### config.mk
export PLATFORM = sky130hd
export DESIGN_NAME = invader_march_ctrl
export DESIGN_NICKNAME = d
export VERILOG_FILES = /design/src/rtl/invader_pkg.sv /design/src/rtl/frame_tick_div.sv /design/src/rtl/invader_march_ctrl.sv
export SDC_FILE = /design/constraint.sdc
export NUM_CORES = 1
export LEC_CHECK = 0
export CAP_MARGIN = 30
export CELL_PAD_IN_SITES_DETAIL_PLACEMENT = 0
export CELL_PAD_IN_SITES_GLOBAL_PLACEMENT = 2
export CORE_MARGIN = 3
export CORE_UTILIZATION = 26
export CTS_CLUSTER_SIZE = 25
export DETAILED_ROUTE_END_ITERATION = 8
export PLACE_DENSITY = 0.84
export SYNTH_ARGS = -nofsm -noshare
export SYNTH_HDL_FRONTEND = slang
export SYNTH_SLANG_ARGS = --single-unit
### constraint.sdc
create_clock -name clk -period 2.75 [get_ports clk]
set_input_delay 0.4125 -clock clk [delete_from_list [all_inputs] [get_ports clk]]
set_output_delay 0.4125 -clock clk [all_outputs]
set_load 0.05 [all_outputs]
### src/rtl/invader_pkg.sv
// Shared types and constants for the invader formation blocks.
// MULTIPLIER is the sub-pixel scale used by the position integrator.
// speed_t is the per-frame speed word exchanged with that integrator.
package invader_pkg;

  localparam int MULTIPLIER = 64;

  // Signed 11-bit speed in 1/MULTIPLIER px per frame.
  typedef logic signed [10:0] speed_t;

  typedef enum logic [2:0] {
    ST_IDLE    = 3'd0,
    ST_MARCH_R = 3'd1,
    ST_DROP_L  = 3'd2,
    ST_MARCH_L = 3'd3,
    ST_DROP_R  = 3'd4,
    ST_FREEZE  = 3'd5
  } march_state_t;

  // True while the formation is marching horizontally.
  function automatic logic isMarch(input march_state_t s);
    return (s == ST_MARCH_R) || (s == ST_MARCH_L);
  endfunction

  // True while the formation is stepping down a row.
  function automatic logic isDrop(input march_state_t s);
    return (s == ST_DROP_L) || (s == ST_DROP_R);
  endfunction

endpackage

### src/rtl/frame_tick_div.sv
// Frame divider: counts startOfFrame pulses and produces a one-second tick.
// wrapNow is high combinationally during the startOfFrame cycle in which the
// count sits at FRAMES_PER_SEC-1, so other logic can act on that same edge.
// oneSec is the registered version: high for the one clk after that edge.
module frame_tick_div #(
  parameter int FRAMES_PER_SEC = 30
) (
  input  logic clk,
  input  logic reset,
  input  logic startOfFrame,
  output logic wrapNow,
  output logic oneSec
);

  localparam int CW = (FRAMES_PER_SEC > 1) ? $clog2(FRAMES_PER_SEC) : 1;
  localparam logic [CW-1:0] LAST = CW'(FRAMES_PER_SEC - 1);

  logic [CW-1:0] frameCnt;

  assign wrapNow = startOfFrame && (frameCnt == LAST);

  // Frame counter: advances on each frame pulse, wraps at FRAMES_PER_SEC-1.
  always_ff @(posedge clk) begin
    if (reset) begin
      frameCnt <= '0;
    end else if (startOfFrame) begin
      if (frameCnt == LAST) frameCnt <= '0;
      else                  frameCnt <= frameCnt + 1'b1;
    end
  end

  // One-clk tick following the wrapping frame edge.
  always_ff @(posedge clk) begin
    if (reset) oneSec <= 1'b0;
    else       oneSec <= wrapNow;
  end

endmodule

### src/rtl/invader_march_ctrl.sv
// Invader formation march sequencer.
// Decides per frame whether the formation marches right/left, drops a row,
// freezes after a player hit, or idles, and produces the per-frame speed
// consumed by the position integrator on the following frame.
// Optional feature: define INVADER_TIME_ACCEL_EN to add one speed unit per
// second spent marching (saturating, cleared on entry to IDLE).
// stateDbg exposes the current FSM state for observation.
module invader_march_ctrl
  import invader_pkg::*;
#(
  parameter int FRAMES_PER_SEC = 30,
  parameter int DROP_FRAMES    = 8,
  parameter int FREEZE_FRAMES  = 60,
  parameter int BASE_SPEED     = 60,
  parameter int KILL_STEP      = 4,
  parameter int MAX_SPEED      = 400,
  parameter int Y_SPEED        = 64,
  parameter int TOTAL_INVADERS = 40
) (
  input  logic         clk,
  input  logic         reset,
  input  logic         startOfFrame,
  input  logic         gameRun,
  input  logic         leftEdge,
  input  logic         rightEdge,
  input  logic         playerHit,
  input  logic [5:0]   aliveCount,
  output speed_t       xSpeed,
  output logic [10:0]  ySpeed,
  output logic         dirRight,
  output logic         frozen,
  output logic         oneSec,
  output march_state_t stateDbg
);

  localparam int PHASE_MAX = (DROP_FRAMES > FREEZE_FRAMES) ? DROP_FRAMES : FREEZE_FRAMES;
  localparam int PW        = $clog2(PHASE_MAX + 1);
  localparam logic [PW-1:0] DROP_LAST   = PW'(DROP_FRAMES - 1);
  localparam logic [PW-1:0] FREEZE_LAST = PW'(FREEZE_FRAMES - 1);

  march_state_t state, nextState;
  logic [PW-1:0] phaseCnt;
  logic          hitFlag;
  logic          hitEff;
  logic          tickNow;
  logic [10:0]   spdReg;
  logic [11:0]   timeBonus;
  logic [11:0]   alive12;
  logic [11:0]   killed;
  logic [11:0]   spdSum;
  logic [10:0]   spdClamped;

  // A hit arriving in the same cycle as the frame pulse still counts.
  assign hitEff   = hitFlag | playerHit;
  assign stateDbg = state;

  frame_tick_div #(
    .FRAMES_PER_SEC(FRAMES_PER_SEC)
  ) uTick (
    .clk         (clk),
    .reset       (reset),
    .startOfFrame(startOfFrame),
    .wrapNow     (tickNow),
    .oneSec      (oneSec)
  );

  // Next-state selection in priority order: stop, wipe-out, hit, edges/counters.
  always_comb begin
    nextState = state;
    if (!gameRun) begin
      nextState = ST_IDLE;
    end else begin
      case (state)
        ST_IDLE: nextState = ST_MARCH_R;
        ST_MARCH_R: begin
          if (aliveCount == 6'd0) nextState = ST_IDLE;
          else if (hitEff)        nextState = ST_FREEZE;
          else if (rightEdge)     nextState = ST_DROP_L;
        end
        ST_MARCH_L: begin
          if (aliveCount == 6'd0) nextState = ST_IDLE;
          else if (hitEff)        nextState = ST_FREEZE;
          else if (leftEdge)      nextState = ST_DROP_R;
        end
        ST_DROP_L: begin
          if (hitEff)                     nextState = ST_FREEZE;
          else if (phaseCnt == DROP_LAST) nextState = ST_MARCH_L;
        end
        ST_DROP_R: begin
          if (hitEff)                     nextState = ST_FREEZE;
          else if (phaseCnt == DROP_LAST) nextState = ST_MARCH_R;
        end
        ST_FREEZE: begin
          if (phaseCnt == FREEZE_LAST) nextState = dirRight ? ST_MARCH_R : ST_MARCH_L;
        end
        default: nextState = ST_IDLE;
      endcase
    end
  end

  // State register, advanced only on frame pulses.
  always_ff @(posedge clk) begin
    if (reset)             state <= ST_IDLE;
    else if (startOfFrame) state <= nextState;
  end

  // Drop/freeze dwell counter: zeroed on any state change, counts frames inside.
  always_ff @(posedge clk) begin
    if (reset) begin
      phaseCnt <= '0;
    end else if (startOfFrame) begin
      if (nextState != state)                       phaseCnt <= '0;
      else if (isDrop(state) || state == ST_FREEZE) phaseCnt <= phaseCnt + 1'b1;
    end
  end

  // Sticky hit flag: cleared on entering FREEZE, ignored while frozen.
  always_ff @(posedge clk) begin
    if (reset) begin
      hitFlag <= 1'b0;
    end else if (startOfFrame) begin
      if (state == ST_FREEZE || nextState == ST_FREEZE) hitFlag <= 1'b0;
      else                                              hitFlag <= hitEff;
    end else if (playerHit && state != ST_FREEZE) begin
      hitFlag <= 1'b1;
    end
  end

  // Resumption direction: follows whichever march state is being entered.
  always_ff @(posedge clk) begin
    if (reset) begin
      dirRight <= 1'b1;
    end else if (startOfFrame) begin
      if (nextState == ST_MARCH_R)      dirRight <= 1'b1;
      else if (nextState == ST_MARCH_L) dirRight <= 1'b0;
    end
  end

`ifdef INVADER_TIME_ACCEL_EN
  // Time bonus: +1 per second of marching, saturating, cleared entering IDLE.
  always_ff @(posedge clk) begin
    if (reset) begin
      timeBonus <= '0;
    end else if (startOfFrame) begin
      if (nextState == ST_IDLE)
        timeBonus <= '0;
      else if (tickNow && isMarch(state) && timeBonus < 12'(MAX_SPEED))
        timeBonus <= timeBonus + 12'd1;
    end
  end
`else
  logic unusedTick;
  assign unusedTick = tickNow;
  assign timeBonus  = '0;
`endif

  // Speed arithmetic in 12 bits; aliveCount above the formation size means no kills.
  always_comb begin
    alive12 = {6'd0, aliveCount};
    killed  = '0;
    if (alive12 <= 12'(TOTAL_INVADERS)) killed = 12'(TOTAL_INVADERS) - alive12;
    spdSum     = 12'(BASE_SPEED) + killed * 12'(KILL_STEP) + timeBonus;
    spdClamped = spdSum[10:0];
    if (spdSum > 12'(MAX_SPEED)) spdClamped = 11'(MAX_SPEED);
  end

  // Speed register, refreshed every frame pulse.
  always_ff @(posedge clk) begin
    if (reset)             spdReg <= '0;
    else if (startOfFrame) spdReg <= spdClamped;
  end

  // Output decode from registered state and speed.
  always_comb begin
    xSpeed = '0;
    ySpeed = '0;
    frozen = (state == ST_FREEZE);
    case (state)
      ST_MARCH_R: xSpeed = speed_t'(spdReg);
      ST_MARCH_L: xSpeed = -speed_t'(spdReg);
      ST_DROP_L,
      ST_DROP_R:  ySpeed = 11'(Y_SPEED);
      default:    xSpeed = '0;
    endcase
  end

endmodule

==> out/qor_table.md <==
| Metric | This run | Unit |
|---|---|---|
| Via count normalized by instance count | 4.83 | - |
| Length of the first detailed-routing pass in iterations | 4 | - |
| Die ar. | 8480 | um^2 |
| Post-CTS Hold Fix Bufs | 0 | - |
| Source-to-sink clock delay at the later pin of the worst-skew pair | 0.27 | ns |
| Clock transition at the registers of the reported paths | 0.09 | ns |
| Number of antenna diodes | 0 | - |
| Required time reported for the critical path endpoint | 2.95 | ns |
| Final hold violation count | 0 | - |
| Max H-tree Level | 1 | - |
| YS warnings | 0 | - |
| Fillers | 756 | - |
| Average routed wire per standard cell | 13.4 | um |
| Die H | 92.1 | um |
| Net count of the finished layout | 326 | - |
| Total CTS buffers | 3 | - |
| Overall fraction of global-route tracks in use | 0.122 | - |
| Flops & latches, synth | 26 | - |
| Crit. Startpoint | aliveCount[1] | - |
| First-pass GRT wire length | 8690 | um |
| Sequential element share of the synthesized area | 0.270 | - |
| Netlist area before placement | 1930 | um^2 |
| Post-route worst setup slack | 0.0935 | ns |
| Initial standard-cell utilization of the core | 0.276 | - |
| Area of the core | 6980 | um^2 |
| P per Cell Area | 362 | nW/um^2 |
| Placed instance area | 2460 | um^2 |
| Setup slack at placement | -0.423 | ns |
| Reg2Reg Launch Point | phaseCnt[3] | - |
| Via count | 1943 | - |
| Critical Path Slowest Stage Cell | sky130_fd_sc_hd__or4b_4 | - |
| Relative area change from synthesis to final layout | 33.1 | % |
| Std-Cell Rows | 30 | - |
| DP HPWL | 4100 | um |
| Remaining DRCs | 0 | - |
| Main synth FF type | sky130_fd_sc_hd__dfxtp_1 | - |
| Final period util | 0.966 | - |
| Cell family with the largest share of critical-path delay | simple AND/OR/NAND/NOR gates | - |
| Measured slew at the worst slew-check pin | 0.502 | ns |
| Final Max Slew Viols | 0 | - |
| Worst R2R Setup Slack | 0.21 | ns |
| CP Data Arrival Time | 2.86 | ns |
| Largest clock skew in the final design | 0.00113 | ns |
| Async SR Flop Fraction | 0 | - |
| Share of cells above drive strength 1 | 0.190 | - |
| Antenna violations before repair | 0 | - |
| CP Class | primary input to flip-flop | - |
| DRT iter0 DRCs | 98 | - |
| Die X-Extent | 92.1 | um |
| Total Wirelength | 5370 | um |
| Port bufs | 28 | - |
| Final count of negative-setup-slack endpoints | 0 | - |
| Netlist cell types | 55 | - |
| Grt ovf | 0 | - |
| Longest Clk Path Bufs | 2 | - |
| Hold WC Path Type | flip-flop to flip-flop | - |
| Chain of cells forming the critical path | clkdlybuf4s15_1, inv_1, ha_2, or4b_4, o2111ai_4, o221ai_2, a2111o_1, nor3_2, or4b_1, a31oi_1 | - |
| Pin count of the biggest net entering global routing | 22 | - |
| Max-cap violations | 0 | - |
| Hold path startpoint | spdReg[10] | - |
| Status | finished, final reports clean | - |
| Critical path buffers and inverters | 2 | - |
| Maximum single-stage delay on the critical path | 0.50 | ns |
| Static power due to leakage | 1.04 | nW |
| Final cell area excluding filler cells | 2560 | um^2 |
| Worst vdd ir | 0.177 | mV |
| Endpoint class of the critical path | flip-flop | - |
| Final worst path period need | 2.66 | ns |
| Number of nets with antenna violations after detailed routing | 0 | - |
| Headroom to the max-slew limit | 0.664 | - |
| Startpoint class of the critical path | primary input | - |
| Number of sinks driven by the clock tree | 26 | - |
| Via count of the first global-routing pass | 1805 | - |
| Number of ports placed on the die boundary | 41 | - |
| Maximum clock frequency | 376 | MHz |
| Post-Syn Area per Cell | 7.64 | um^2 |
| Clock tree root buffer cell | sky130_fd_sc_hd__clkbuf_8 | - |
| Top fanout value on the critical path | 3 | - |
| Post-Synthesis Cells | 252 | - |
| CTS tree | done | - |
| Post-synth EDFFs | 0 | - |
| Final estimated routing congestion in global placement | 0.832 | - |
power by group:
part	switching (mW)	leakage, nW	internal [mW]
clock network	0.121	0.0288	0.128
registers	0.0200	0.212	0.392
logic	0.161	0.801	0.106
metal layers:
layer  track usage  vias up  part of all wire
met3        0.0172        4             0.049
met5             0        -                 0
met1         0.170      891              0.49
met4        0.0371        0            0.0074
li1              -      990                 -
met2         0.195       58              0.45
repair_timing:
action	in CTS	in global routing
pin swaps	5	7
resized for setup	6	8
cloned	0	0
buffers inserted	2	0
setup endpoints to repair	3	3
hold endpoints to repair	0	0
state kept, by name, indices dropped and copies added (netlist names):
name / cells
hitFlag: 1
spdReg: 9
phaseCnt: 6
stateDbg: 3
dirRight: 1
uTick.frameCnt: 5
uTick.oneSec: 1
worst reg2reg max path, delay by kind of cell (launching register included):
kind | cells | cell delay [ns]
buffers and inverters | 1 | 0.14
flip-flops | 1 | 0.36
AO/OA/AOI/OAI | 2 | 0.35
AND/OR/NAND/NOR | 5 | 1.64
synth_stat cells, types with 2 or more instances:
cell type	count	area share
sky130_fd_sc_hd__a2111oi_0	2	0.0091
sky130_fd_sc_hd__a211oi_1	4	0.016
sky130_fd_sc_hd__a21oi_1	13	0.034
sky130_fd_sc_hd__a22oi_1	2	0.0078
sky130_fd_sc_hd__a31oi_1	3	0.0097
sky130_fd_sc_hd__and3_1	3	0.0097
sky130_fd_sc_hd__buf_4	12	0.047
sky130_fd_sc_hd__clkbuf_1	8	0.016
sky130_fd_sc_hd__dfxtp_1	26	0.27
sky130_fd_sc_hd__ha_1	6	0.039
sky130_fd_sc_hd__inv_1	12	0.023
sky130_fd_sc_hd__mux2i_1	3	0.016
sky130_fd_sc_hd__nand2_1	16	0.031
sky130_fd_sc_hd__nand2b_1	9	0.029
sky130_fd_sc_hd__nand3_1	7	0.018
sky130_fd_sc_hd__nand4_1	6	0.019
sky130_fd_sc_hd__nor2_1	29	0.057
sky130_fd_sc_hd__nor2b_1	6	0.019
sky130_fd_sc_hd__nor3_1	4	0.010
sky130_fd_sc_hd__nor3b_1	2	0.0078
sky130_fd_sc_hd__nor4_1	2	0.0065
sky130_fd_sc_hd__o2111ai_1	2	0.0091
sky130_fd_sc_hd__o211a_1	2	0.010
sky130_fd_sc_hd__o211ai_1	2	0.0078
sky130_fd_sc_hd__o21ai_0	14	0.036
sky130_fd_sc_hd__o21bai_1	3	0.012
sky130_fd_sc_hd__o221ai_1	2	0.0091
sky130_fd_sc_hd__o31ai_1	5	0.019
sky130_fd_sc_hd__o41ai_1	2	0.0091
sky130_fd_sc_hd__or3_1	4	0.013
sky130_fd_sc_hd__or3b_2	2	0.0091
sky130_fd_sc_hd__xnor2_1	5	0.023
sky130_fd_sc_hd__xor2_1	12	0.055
logic make-up after synthesis:
logic type               after synthesis  synth area share
buffers and inverters                 35            0.0923
XOR/XNOR                              17            0.0773
AND/OR/NAND/NOR                       99             0.275
AO/OA/AOI/OAI                         65             0.229
adder cells (fa/ha/maj)                6            0.0390
other                                  1           0.00195
flip-flops                            26             0.270
multiplexers                           3            0.0156
cell usage in the layout, fill, tap and decap left out, types with 3 or more instances in the layout:
master	netlist	routed
sky130_fd_sc_hd__a211oi_1	4	4
sky130_fd_sc_hd__a21oi_1	13	13
sky130_fd_sc_hd__a31oi_1	3	3
sky130_fd_sc_hd__and3_1	3	3
sky130_fd_sc_hd__buf_4	12	40
sky130_fd_sc_hd__clkbuf_8	0	4
sky130_fd_sc_hd__clkdlybuf4s50_1	0	15
sky130_fd_sc_hd__conb_1	1	12
sky130_fd_sc_hd__dfxtp_1	26	25
sky130_fd_sc_hd__ha_1	6	5
sky130_fd_sc_hd__inv_1	12	12
sky130_fd_sc_hd__mux2i_1	3	3
sky130_fd_sc_hd__nand2_1	16	16
sky130_fd_sc_hd__nand2b_1	9	9
sky130_fd_sc_hd__nand3_1	7	7
sky130_fd_sc_hd__nand4_1	6	6
sky130_fd_sc_hd__nor2_1	29	29
sky130_fd_sc_hd__nor2b_1	6	6
sky130_fd_sc_hd__nor3_1	4	4
sky130_fd_sc_hd__o21ai_0	14	14
sky130_fd_sc_hd__o21bai_1	3	3
sky130_fd_sc_hd__o31ai_1	5	5
sky130_fd_sc_hd__or3_1	4	4
sky130_fd_sc_hd__xnor2_1	5	5
sky130_fd_sc_hd__xor2_1	12	12
final cells by class:
| cell class | instances | area (um^2) | area share |
|---|---|---|---|
| Tap cell | 96 | 120 | 0.0469 |
| Timing Repair Buffer | 61 | 519 | 0.203 |
| Multi-Input combinational cell | 202 | 1300 | 0.507 |
| Clock buffer | 4 | 55.1 | 0.0215 |
| Inverter | 13 | 48.8 | 0.0190 |
| Sequential cell | 26 | 522 | 0.204 |
worst paths after layout:
check	depth (start not counted)	to
min	1	spdReg[10]
max	10	phaseCnt[2]
min reg2reg	1	spdReg[10]
max reg2reg	8	phaseCnt[2]
per-stage QoR:
| stage | cells | power, mW | hold WS (ns) | setup TNS [ns] | util |
|---|---|---|---|---|---|
| after global routing | 402 | 0.982 | 0.512 | -0.00366 | 0.367 |
| final | 402 | 0.928 | 0.494 | 0 | 0.367 |
| after global placement | 396 | 0.682 | 0.471 | -1.54 | 0.353 |
| after detailed placement | 396 | 0.684 | 0.480 | -2.07 | 0.353 |
| after floorplan | 263 | 0.597 | 0.453 | 0 | - |
| after CTS | 402 | 0.939 | 0.495 | 0 | 0.364 |
Note: power is estimated with default switching activity, not from simulation.
